## src/rtl/logic_unit_pipe.sv

```systemverilog
// WIDTH-bit bitwise unit (AND/OR/XOR/NOR) with accumulator feedback and a
// single registered result stage under valid/ready flow control.
module logic_unit_pipe #(
  parameter int WIDTH = 32
) (
  input  logic             clk,
  input  logic             rst,
  input  logic             in_valid,
  output logic             in_ready,
  input  logic [1:0]       op,
  input  logic             acc_sel,
  input  logic             acc_clr,
  input  logic [WIDTH-1:0] a,
  input  logic [WIDTH-1:0] b,
  output logic             out_valid,
  input  logic             out_ready,
  output logic [WIDTH-1:0] y,
  output logic             zero,
  output logic             ones,
  output logic             parity
);

  localparam logic [1:0] OP_AND = 2'b00;
  localparam logic [1:0] OP_OR  = 2'b01;
  localparam logic [1:0] OP_XOR = 2'b10;
  localparam logic [1:0] OP_NOR = 2'b11;

  logic [WIDTH-1:0] acc;
  logic [WIDTH-1:0] op_a;
  logic [WIDTH-1:0] res;
  logic             accept;
  logic             deliver;

  // No skid buffer: a new beat is taken only if the slot is free or draining.
  assign in_ready = !out_valid || out_ready;
  assign accept   = in_valid && in_ready;
  assign deliver  = out_valid && out_ready;

  assign op_a = acc_sel ? acc : a;

  always_comb begin
    res = '0;
    case (op)
      OP_AND:  res = op_a & b;
      OP_OR:   res = op_a | b;
      OP_XOR:  res = op_a ^ b;
      OP_NOR:  res = ~(op_a | b);
      default: res = '0;
    endcase
  end

  always_ff @(posedge clk or posedge rst) begin
    if (rst) begin
      out_valid <= 1'b0;
      y         <= '0;
      zero      <= 1'b0;
      ones      <= 1'b0;
      parity    <= 1'b0;
    end else if (accept) begin
      out_valid <= 1'b1;
      y         <= res;
      zero      <= (res == '0);
      ones      <= &res;
      parity    <= ^res;
    end else if (deliver) begin
      out_valid <= 1'b0;
    end
  end

  // Clear wins over the accept update; the accepted beat still saw the old acc.
  always_ff @(posedge clk or posedge rst) begin
    if (rst) begin
      acc <= '0;
    end else if (acc_clr) begin
      acc <= '0;
    end else if (accept) begin
      acc <= res;
    end
  end

endmodule

```

## config.mk

```make
export PLATFORM = sky130hd
export DESIGN_NAME = logic_unit_pipe
export DESIGN_NICKNAME = d
export VERILOG_FILES = /design/src/rtl/logic_unit_pipe.sv
export SDC_FILE = /design/constraint.sdc
export NUM_CORES = 1
export LEC_CHECK = 0
export BUFFER_PORTS_ARGS = -buffer_cell sky130_fd_sc_hd__buf_2
export CAP_MARGIN = 20
export CORE_MARGIN = 2
export CORE_UTILIZATION = 61
export DETAILED_ROUTE_END_ITERATION = 8
export GPL_ROUTABILITY_DRIVEN = 0
export HOLD_SLACK_MARGIN = 0.12
export PLACE_DENSITY = 0.89
export SYNTH_ARGS = -nofsm -noshare
export SYNTH_HDL_FRONTEND = slang
export SYNTH_SLANG_ARGS = --single-unit
```

## constraint.sdc

```tcl
create_clock -name clk -period 4.7 [get_ports clk]
set_input_delay 0.94 -clock clk [delete_from_list [all_inputs] [get_ports clk]]
set_output_delay 0.94 -clock clk [all_outputs]
set_load 0.005 [all_outputs]
```

# After elaboration in Yosys (flattened, before gate mapping)
# Index checks and enable logic that the tools add are counted.
classes:
  addsub: 0
  n_reduce_logical: 10
  n_bitwise: 4
  n_shift: 0
  mul: 0
  div: 0
  n_mux: 6
  eq_ne: 3
  order_cmp: 0
op_table:
  columns: ["cell", "count"]
  rows:
  - ["32-bit one-hot mux with 4 select lines", 1]
  - ["32-bit two-way mux", 3]
  - ["32-bit AND", 1]
  - ["32-bit logical NOT", 1]
  - ["32-bit inverter", 1]
  - ["32-bit bitwise OR", 1]
  - ["32-bit AND reduction", 1]
  - ["32-bit XOR reduction", 1]
  - ["32-bit bitwise XOR", 1]
  - ["2-bit == test (second input constant)", 2]
  - ["2-bit nonzero test", 2]
  - ["2-bit by 1-bit == test with 1-bit output (second input constant)", 1]
  - ["1-bit logical AND", 2]
  - ["2-bit logical NOT", 1]
  - ["1-bit two-way mux", 2]
  - ["1-bit logical NOT", 1]
  - ["1-bit logical OR", 1]
totals:
  out_inout_bits: 37
  n_memories: 0
  mem_bits_rw: 0
  romBits: 0
  wordCells: 29
  ff_bits: 68
  latchBits: 0
  input_bits: 72

# Depth between registers and ports, before layout
# Gate-level depths: netlist (run 1).
logic_depth:
  word_depth: 6
  ltp_mapped: 16
  ltp_nobuf: 14

# Worst setup path before layout (run 1)
# Ideal clock, no wire load.
synth_path:
  path_kind: "input to register"
  startpoint: "input port acc_sel"
  endpoint: "register parity"
  cell_stages: 16
  setup_time_ns: 0.077
  setup_slack_ns: 0.812
  t_arrival_ns: 3.811
  t_required_ns: 4.623
  cell_sequence: "clkbuf_1 buf_1 mux2i_1 ha_1 inv_1 o21ai_0 nand2_1 o21ai_0 ha_1 xor2_1 xnor2_1 xnor2_1 xnor2_1 xnor2_1 xnor3_1 o21ai_1"
synth_via:
  elab_chain_len: 5
  elab_cells_between_ends: 7
  classes_between: "mux: 2; bitwise: 4; reduce/logical: 1"
synth_lines:
  columns: ["element", "line_no", "source"]
  rows:
  - ["from (decl)", "11", "input logic acc_sel,"]
  - ["32-bit two-way mux *", "39", "assign op_a = acc_sel ? acc : a;"]
  - ["32-bit bitwise OR", "45, 47", null]
  - ["32-bit inverter", "47", "OP_NOR: res = ~(op_a | b);"]
  - ["32-bit one-hot mux with 4 select lines *", "43", "case (op)"]
  - ["32-bit XOR reduction *", "64", "parity <= ^res;"]
  - ["to (signal assigned)", "64", null]
  - ["to (decl)", "20", "output logic parity"]
# Every way passes the cells marked *; elsewhere a longest branch is shown, timed or not.
# A chain may end at the register's enable or synchronous reset.

# Final worst setup path (run 1)
# Same ends and word-level chain as after synthesis.

==> results of run 1 <==
[layout by cell type, fill, tap and decap left out, types with 2 or more instances in the layout]
cell type                  synthesis  layout
sky130_fd_sc_hd__clkbuf_8          0      12
sky130_fd_sc_hd__o21ai_1          18      18
sky130_fd_sc_hd__nor2b_1          39      39
sky130_fd_sc_hd__a21oi_1          42      42
sky130_fd_sc_hd__o21bai_1         15      15
sky130_fd_sc_hd__nand4_1           5       5
sky130_fd_sc_hd__a21oi_2           7       7
sky130_fd_sc_hd__and2b_1           2       2
sky130_fd_sc_hd__nor4_1            4       4
sky130_fd_sc_hd__xor2_1            6       6
sky130_fd_sc_hd__nand2b_1          2       2
sky130_fd_sc_hd__inv_1            70      69
sky130_fd_sc_hd__o31ai_4           3       3
sky130_fd_sc_hd__ha_1             69      69
sky130_fd_sc_hd__nand3_1           2       2
sky130_fd_sc_hd__clkbuf_1         14       3
sky130_fd_sc_hd__dfrtp_1          68      68
sky130_fd_sc_hd__o31ai_2           3       3
sky130_fd_sc_hd__o21ai_0          10      10
sky130_fd_sc_hd__a21o_1            9       9
sky130_fd_sc_hd__mux2_1            7       7
sky130_fd_sc_hd__nor2_1           28      28
sky130_fd_sc_hd__xnor2_1          17      17
sky130_fd_sc_hd__buf_2            10     108
sky130_fd_sc_hd__nor3_1           17      17
sky130_fd_sc_hd__nand2_1         116     115
sky130_fd_sc_hd__mux2i_1          32      32
sky130_fd_sc_hd__buf_4             6       6
sky130_fd_sc_hd__a211oi_1          2       2
sky130_fd_sc_hd__and2_1            2       2
[final cells by class]
cell class	instances	area [um2]	area share [%]
repair buffers	114	586	9.53
inverters	70	263	4.28
flip-flops and latches	68	1700	27.7
clock inverters	1	5.00	0.0815
multi-input cells	468	3280	53.3
clock buffers	15	176	2.87
well taps	108	135	2.20
[through the flow]
step	util (%)	setup WS (ns)	hold WS, ns
2_1_floorplan	-	0.812	0.467
3_5_place_dp	69.0	0.677	0.459
4_1_cts	71.1	1.05	0.476
3_3_place_gp	69.0	0.885	0.456
5_1_grt	71.1	0.862	0.493
6_report	71.1	1.00	0.471
[metal layers]
metal / share of wire [%] / GRT usage [%]
met1: 40 / 35.2
met2: 52 / 51.4
met3: 6.3 / 6.37
met4: 2.0 / 10.6
met5: 0 / 0
[cell families after synthesis]
family,share of synthesized area (%)
xor+xnor,4.45
fa+ha+maj,16.0
simple gates,19.1
mux,7.66
compound gates,13.4
buf+inv,7.94
flops,31.5
[flip-flops by register name (all words and copies together) (netlist names)]
register   count
ones           1
y             32
out_valid      1
acc           32
zero           1
parity         1
[worst max path at each step]
stage | startpoint | to | slack, ns | cells after the start
after detailed placement | acc_sel | parity | 0.68 | 14
after floorplan | acc_sel | parity | 0.81 | 16
after CTS | acc_sel | parity | 1.05 | 14
after global routing | acc_sel | parity | 0.86 | 15
after global placement | acc_sel | parity | 0.88 | 14
final | acc_sel | parity | 1.00 | 14
[worst min-delay path: cells and delay by family, from the launching register on]
family           cells  cell delay [ns]
flip-flops           1             0.34
AND/OR/NAND/NOR      2             0.10
[where the power goes]
part / leakage, nW / total [W] / internal (W) / switching [W]
clock: 0.0937 / 0.000459 / 0.000235 / 0.000224
combinational: 2.46 / 0.000658 / 0.000305 / 0.000353
sequential: 0.878 / 0.000691 / 0.000654 / 0.0000368
total: 3.43 / 0.00181 / 0.00119 / 0.000614
==> summary.log, run 1 <==
qor: worst_setup_path.cpMaxStageDelayCell sky130_fd_sc_hd__buf_2
qor: logic_synthesis.synth.distinct_cells 41
qor: logic_synthesis.postSynthCellCount 641
qor: clocking.number_of_buffers_inserted_during_clock_tree_synthesis 9
qor: clocking.ctsResizeCount 0
qor: layout.fill_cells 674
qor: job.drv_cap 0
qor: route.detail_route.vias_per_cell 5.63
qor: global_route.first_global_vias 4936
qor: die.floorplan.initialDensity 62.6%
qor: die.fp.dieW 98.1 um
qor: sta.setup_viol_count_final 0
qor: worst_hold_path.worst_hold_path.endpoint y[20]
qor: logic_synthesis.synth_area_leaders sky130_fd_sc_hd__dfrtp_1, sky130_fd_sc_hd__ha_1, sky130_fd_sc_hd__nand2_1
qor: route.totalWireLength 13500 um
qor: layout.final-instance-count-excl-fill 844
qor: place.number_of_input_and_output_port_buffers_inserted 108
qor: worst_setup_path.worst_setup_path_start_kind input pin
qor: global_route.grt_max_degree 61
qor: run_status.status finished, final reports clean
qor: clocking.clock_sinks 68
qor: logic_synthesis.ys_top_cells_by_count sky130_fd_sc_hd__nand2_1, sky130_fd_sc_hd__inv_1, sky130_fd_sc_hd__ha_1
qor: global_route.globalRouteTotalUtil 29.2%
qor: die.die_h 98.1 um
qor: logic_synthesis.dominantRegCellSynth sky130_fd_sc_hd__dfrtp_1
qor: pwr.vdd.ir_drop.worst 0.217 mV
qor: worst_hold_path.holdCritStartpoint y[20]
qor: worst_setup_path.critical-path-max-stage-delay 0.40 ns
qor: sta.period_share 78.6%
qor: layout.diodes 0
qor: worst_setup_path.worst-r2r-setup-slack 1.72 ns
qor: clocking.clock_latency 0.35 ns
qor: pwr.total_leakage_power 3.43 nW
qor: global_route.globalRouteOverflowTotal 0
qor: die.floorplan.io_pins 109
qor: worst_setup_path.critical_path.reg2reg.startpoint acc[17]
qor: route.ant_nets 0
qor: logic_synthesis.synth_area_leader_cell sky130_fd_sc_hd__dfrtp_1
qor: logic_synthesis.synth_top_area_share 31.5%
qor: die.fp.coreArea 8640 um2
qor: worst_setup_path.crit_chain buf_2 -> mux2i_1 -> ha_1 -> nor2b_1 -> o21bai_1 -> a21oi_1 -> ha_1 -> xor2_1 -> xnor2_1 -> xnor2_1 -> xnor2_1 -> xnor2_1 -> xnor3_1 -> o21ai_1
qor: layout.nNetsFinal 872
qor: global_route.antenna_found_initial 0
qor: worst_hold_path.hold_class reg -> reg
qor: place.placement.cell_area 5960 um2
qor: sta.fmax 0.271 GHz
qor: clocking.cts_root_buffer sky130_fd_sc_hd__clkbuf_8
qor: worst_setup_path.critical_path.most_common_cell sky130_fd_sc_hd__xnor2_1
qor: sta.slew-limit-headroom 28.7%
qor: place.numPlacedInstances 828
qor: worst_setup_path.r2r_end parity
qor: layout.flow.area_growth_from_synthesis 13.7%
qor: worst_setup_path.crit_fanout 14
qor: logic_synthesis.dominant_cell_by_count_in_the_synthesized_netlist sky130_fd_sc_hd__nand2_1
qor: logic_synthesis.yosysWarnings 0
qor: worst_setup_path.reg2regPathDepth 13
qor: route.avgRoutedWirePerCell 15.9 um
qor: logic_synthesis.synth.yosys.seq_area_share 31.5%
qor: worst_hold_path.hold-path-cell-count 2
qor: logic_synthesis.syn-cell-area 5400 um2
qor: global_route.global_route_wire_length_before_repair 22800 um
qor: worst_setup_path.crit_type in -> reg
qor: die.dieArea 9630 um2
qor: place.place.detailed.hpwl 9980 um
qor: sta.fin_worst_skew 0.00867 ns
qor: worst_setup_path.worst_path_top_cell_family_by_delay XOR/XNOR gates
qor: sta.finalHoldViolCount 0
qor: sta.layout_min_cycle_time 3.70 ns
qor: route.vias 4748
qor: clocking.worst_setup_hold_path_clk_slew 0.07 ns
qor: sta.grt_setup_unrepaired no
qor: logic_synthesis.syn_avg_cell_area 8.43 um2
qor: worst_setup_path.worst-endpoint-arrival 3.97 ns
qor: clocking.cts.repair_timing.setup_buffer_count 0
qor: worst_setup_path.cp.required 4.97 ns
qor: clocking.clk_path_buf_depth 2
qor: logic_synthesis.number_of_flops_mapped_to_enable_cells_by_yosys 0
qor: clocking.ctsHoldBuffers 0
qor: sta.tightest_slew 1.07 ns
qor: pwr.power-per-cell-area 294 nW/um2
qor: route.drt_first_iter_violations 212
qor: pwr.total_power 0.00181 W
qor: layout.share_of_post_route_cells_with_drive_strength_above_1 19.8%
qor: sta.setup_total_negative_slack 0 ns
qor: die.std_cell_rows 34
qor: clocking.cts_tree yes
qor: layout.fin_area 6140 um2
qor: logic_synthesis.postSynth.asyncResetShare 100%
qor: route.detailedRoute.firstPassIterationCount 4
qor: logic_synthesis.postSynthRegisterBits 68
qor: route.drt_drc_violations_left 0
qor: logic_synthesis.synth_nets 782
qor: clocking.cts-htree-levels 3
qor: worst_setup_path.critPathCaptureType flip-flop
qor: sta.maxSlewViolCount 0
qor: worst_setup_path.number_of_buffer_and_inverter_instances_along_the_worst_setup_path 1
Note: power is estimated with default switching activity, not from simulation.
==> run 2: changes to the inputs <==
CORE_UTILIZATION = 56   (was 61)
PLACE_DENSITY = 0.83   (was 0.89)
clock period = 3.6 ns   (was 4.7 ns; I/O delays follow)
==> summary.log, run 2 (synthesis results as in run 1) <==
qor: clocking.cts_tree yes
qor: worst_setup_path.crit_chain buf_2 -> buf_12 -> buf_4 -> mux2i_1 -> inv_1 -> ha_1 -> nor2b_1 -> o31ai_2 -> xnor2_1 -> xnor2_1 -> xnor2_1 -> xnor3_1 -> o21ai_1
qor: route.vias 4771
qor: sta.layout_min_cycle_time 3.24 ns
qor: sta.fin_ws 0.363 ns
qor: pwr.vdd.ir_drop.worst 0.242 mV
qor: clocking.worst_setup_hold_path_clk_slew 0.07 ns
qor: sta.fin_worst_skew 0.0113 ns
qor: die.fp.dieW 102 um
qor: layout.fill_cells 774
qor: die.floorplan.initialDensity 58.2%
qor: clocking.cts.repair_timing.setup_buffer_count 0
qor: global_route.global_route_wire_length_before_repair 22000 um
qor: worst_setup_path.worst_setup_path_start_kind input pin
qor: route.drt_drc_violations_left 0
qor: pwr.total_leakage_power 3.48 nW
qor: worst_setup_path.critical-path-max-stage-delay 0.42 ns
qor: sta.period_share 89.9%
qor: route.ant_nets 0
qor: die.fp.coreArea 9280 um2
qor: worst_setup_path.timing_startpoint_of_the_critical_path acc_sel
qor: place.number_of_input_and_output_port_buffers_inserted 108
qor: sta.grt_setup_unrepaired no
qor: worst_setup_path.worst-endpoint-arrival 3.52 ns
qor: clocking.cts-htree-levels 3
qor: die.die_h 102 um
qor: global_route.gr_util_met1 34.1%
qor: sta.slew-limit-headroom 31.0%
qor: route.drt_first_iter_violations 195
qor: clocking.cts_root_buffer sky130_fd_sc_hd__clkbuf_8
qor: global_route.grtUsageMet2 45.7%
qor: worst_setup_path.worst_path_top_cell_family_by_delay XOR/XNOR gates
qor: clocking.clock_sinks 68
qor: layout.flow.area_growth_from_synthesis 15.9%
qor: place.place.detailed.hpwl 9970 um
qor: global_route.globalRouteTotalUtil 26.7%
qor: route.avgRoutedWirePerCell 15.5 um
qor: route.detailedRoute.firstPassIterationCount 5
qor: layout.nNetsFinal 878
qor: sta.setup_total_negative_slack 0 ns
qor: die.std_cell_rows 35
qor: layout.mostFrequentLayoutCells sky130_fd_sc_hd__nand2_1, sky130_fd_sc_hd__buf_2, sky130_fd_sc_hd__inv_1, sky130_fd_sc_hd__ha_1, sky130_fd_sc_hd__dfrtp_1
qor: worst_hold_path.hold_class in -> async
qor: worst_setup_path.crit_fanout 18
qor: global_route.grt_max_degree 61
qor: worst_setup_path.termination_of_the_worst_setup_path parity
qor: sta.fmax 0.309 GHz
qor: worst_setup_path.cpMaxStageDelayCell sky130_fd_sc_hd__o31ai_2
qor: global_route.met3_routing_resource_usage_after_global_routing 4.92%
qor: worst_setup_path.number_of_buffer_and_inverter_instances_along_the_worst_setup_path 4
qor: sta.setup_viol_count_final 0
qor: worst_setup_path.r2r_end parity
qor: global_route.antenna_found_initial 0
qor: place.placement.setup.worst_slack 0.0480 ns
qor: clocking.clock_latency 0.35 ns
qor: worst_setup_path.critical_path_cell_count 13
qor: route.totalWireLength 13500 um
qor: pwr.power-per-cell-area 377 nW/um2
qor: clocking.ctsResizeCount 0
qor: worst_setup_path.crit_type in -> reg
qor: die.floorplan.io_pins 109
qor: clocking.number_of_buffers_inserted_during_clock_tree_synthesis 9
qor: worst_setup_path.cp.required 3.88 ns
qor: layout.reg.largest.list acc: 32 flops, y: 32 flops
qor: worst_setup_path.reg2regPathDepth 13
qor: job.drv_cap 0
qor: sta.finalHoldViolCount 0
qor: global_route.globalRouteOverflowTotal 0
qor: worst_setup_path.critPathCaptureType flip-flop
qor: worst_setup_path.worst-r2r-setup-slack 0.74 ns
qor: global_route.busiest_layer_in_global_routing met2
qor: sta.maxSlewViolCount 0
qor: sta.tightest_slew 1.04 ns
qor: route.detail_route.vias_per_cell 5.49
qor: clocking.clk_path_buf_depth 2
qor: clocking.ctsHoldBuffers 0
qor: layout.final_common_cell sky130_fd_sc_hd__nand2_1
qor: run_status.status finished, final reports clean
qor: layout.share_of_post_route_cells_with_drive_strength_above_1 20.7%
qor: sta.hold_ws 0.412 ns
qor: die.dieArea 10500 um2
qor: global_route.first_global_vias 4813
qor: worst_setup_path.critical_path.reg2reg.startpoint acc[28]
qor: worst_setup_path.critical_path.most_common_cell sky130_fd_sc_hd__xnor2_1
qor: layout.diodes 0
run 2: worst min path at each step:
stage / start / end / slack [ns]
after floorplan: zero / zero / 0.47
after global placement: y[0] / y[0] / 0.45
after detailed placement: y[31] / y[31] / 0.46
after CTS: y[31] / y[31] / 0.48
after global routing: rst / acc[11] / 0.44
final: rst / y[10] / 0.41
run 2: worst reg2reg max path, stage by stage (launching register included):
cell	delay, ns
sky130_fd_sc_hd__dfrtp_1	0.38
sky130_fd_sc_hd__mux2i_1	0.24
sky130_fd_sc_hd__ha_1	0.22
sky130_fd_sc_hd__nor2b_1	0.07
sky130_fd_sc_hd__o21bai_1	0.15
sky130_fd_sc_hd__a21oi_1	0.31
sky130_fd_sc_hd__ha_1	0.30
sky130_fd_sc_hd__xnor2_1	0.18
sky130_fd_sc_hd__xnor2_1	0.16
sky130_fd_sc_hd__xnor2_1	0.16
sky130_fd_sc_hd__xnor2_1	0.15
sky130_fd_sc_hd__xnor2_1	0.15
sky130_fd_sc_hd__xnor3_1	0.23
sky130_fd_sc_hd__o21ai_1	0.12
run 2: where the power goes:
group          switching, W  total [W]  internal [W]
logic              0.000453   0.000865      0.000412
clock network      0.000297   0.000594      0.000297
registers         0.0000516   0.000906      0.000854
total              0.000801    0.00236       0.00156
run 2: layout make-up:
type | instances | area (um2) | area share, %
well taps | 129 | 161 | 2.58
multi-input cells | 468 | 3280 | 52.3
clock buffers | 12 | 165 | 2.64
clock inverters | 2 | 10.0 | 0.160
inverters | 70 | 263 | 4.19
flip-flops and latches | 68 | 1700 | 27.2
repair buffers | 120 | 688 | 11.0
run 2: layer usage:
metal / vias up / part of all wire [%]
met5: - / 0
met4: 0 / 1.5
met3: 23 / 5.9
met2: 164 / 50
met1: 2307 / 42
li1: 2277 / -
run 2: through the flow:
| step | total power (W) | std cells | utilization [%] | cell area [um2] |
|---|---|---|---|---|
| floorplan | 0.00152 | 641 | - | 5410 |
| global placement | 0.00173 | 854 | 65.3 | 6060 |
| detailed placement | 0.00178 | 854 | 65.3 | 6060 |
| CTS | 0.00236 | 868 | 67.2 | 6240 |
| global route | 0.00251 | 869 | 67.5 | 6260 |
| finish | 0.00236 | 869 | 67.5 | 6260 |
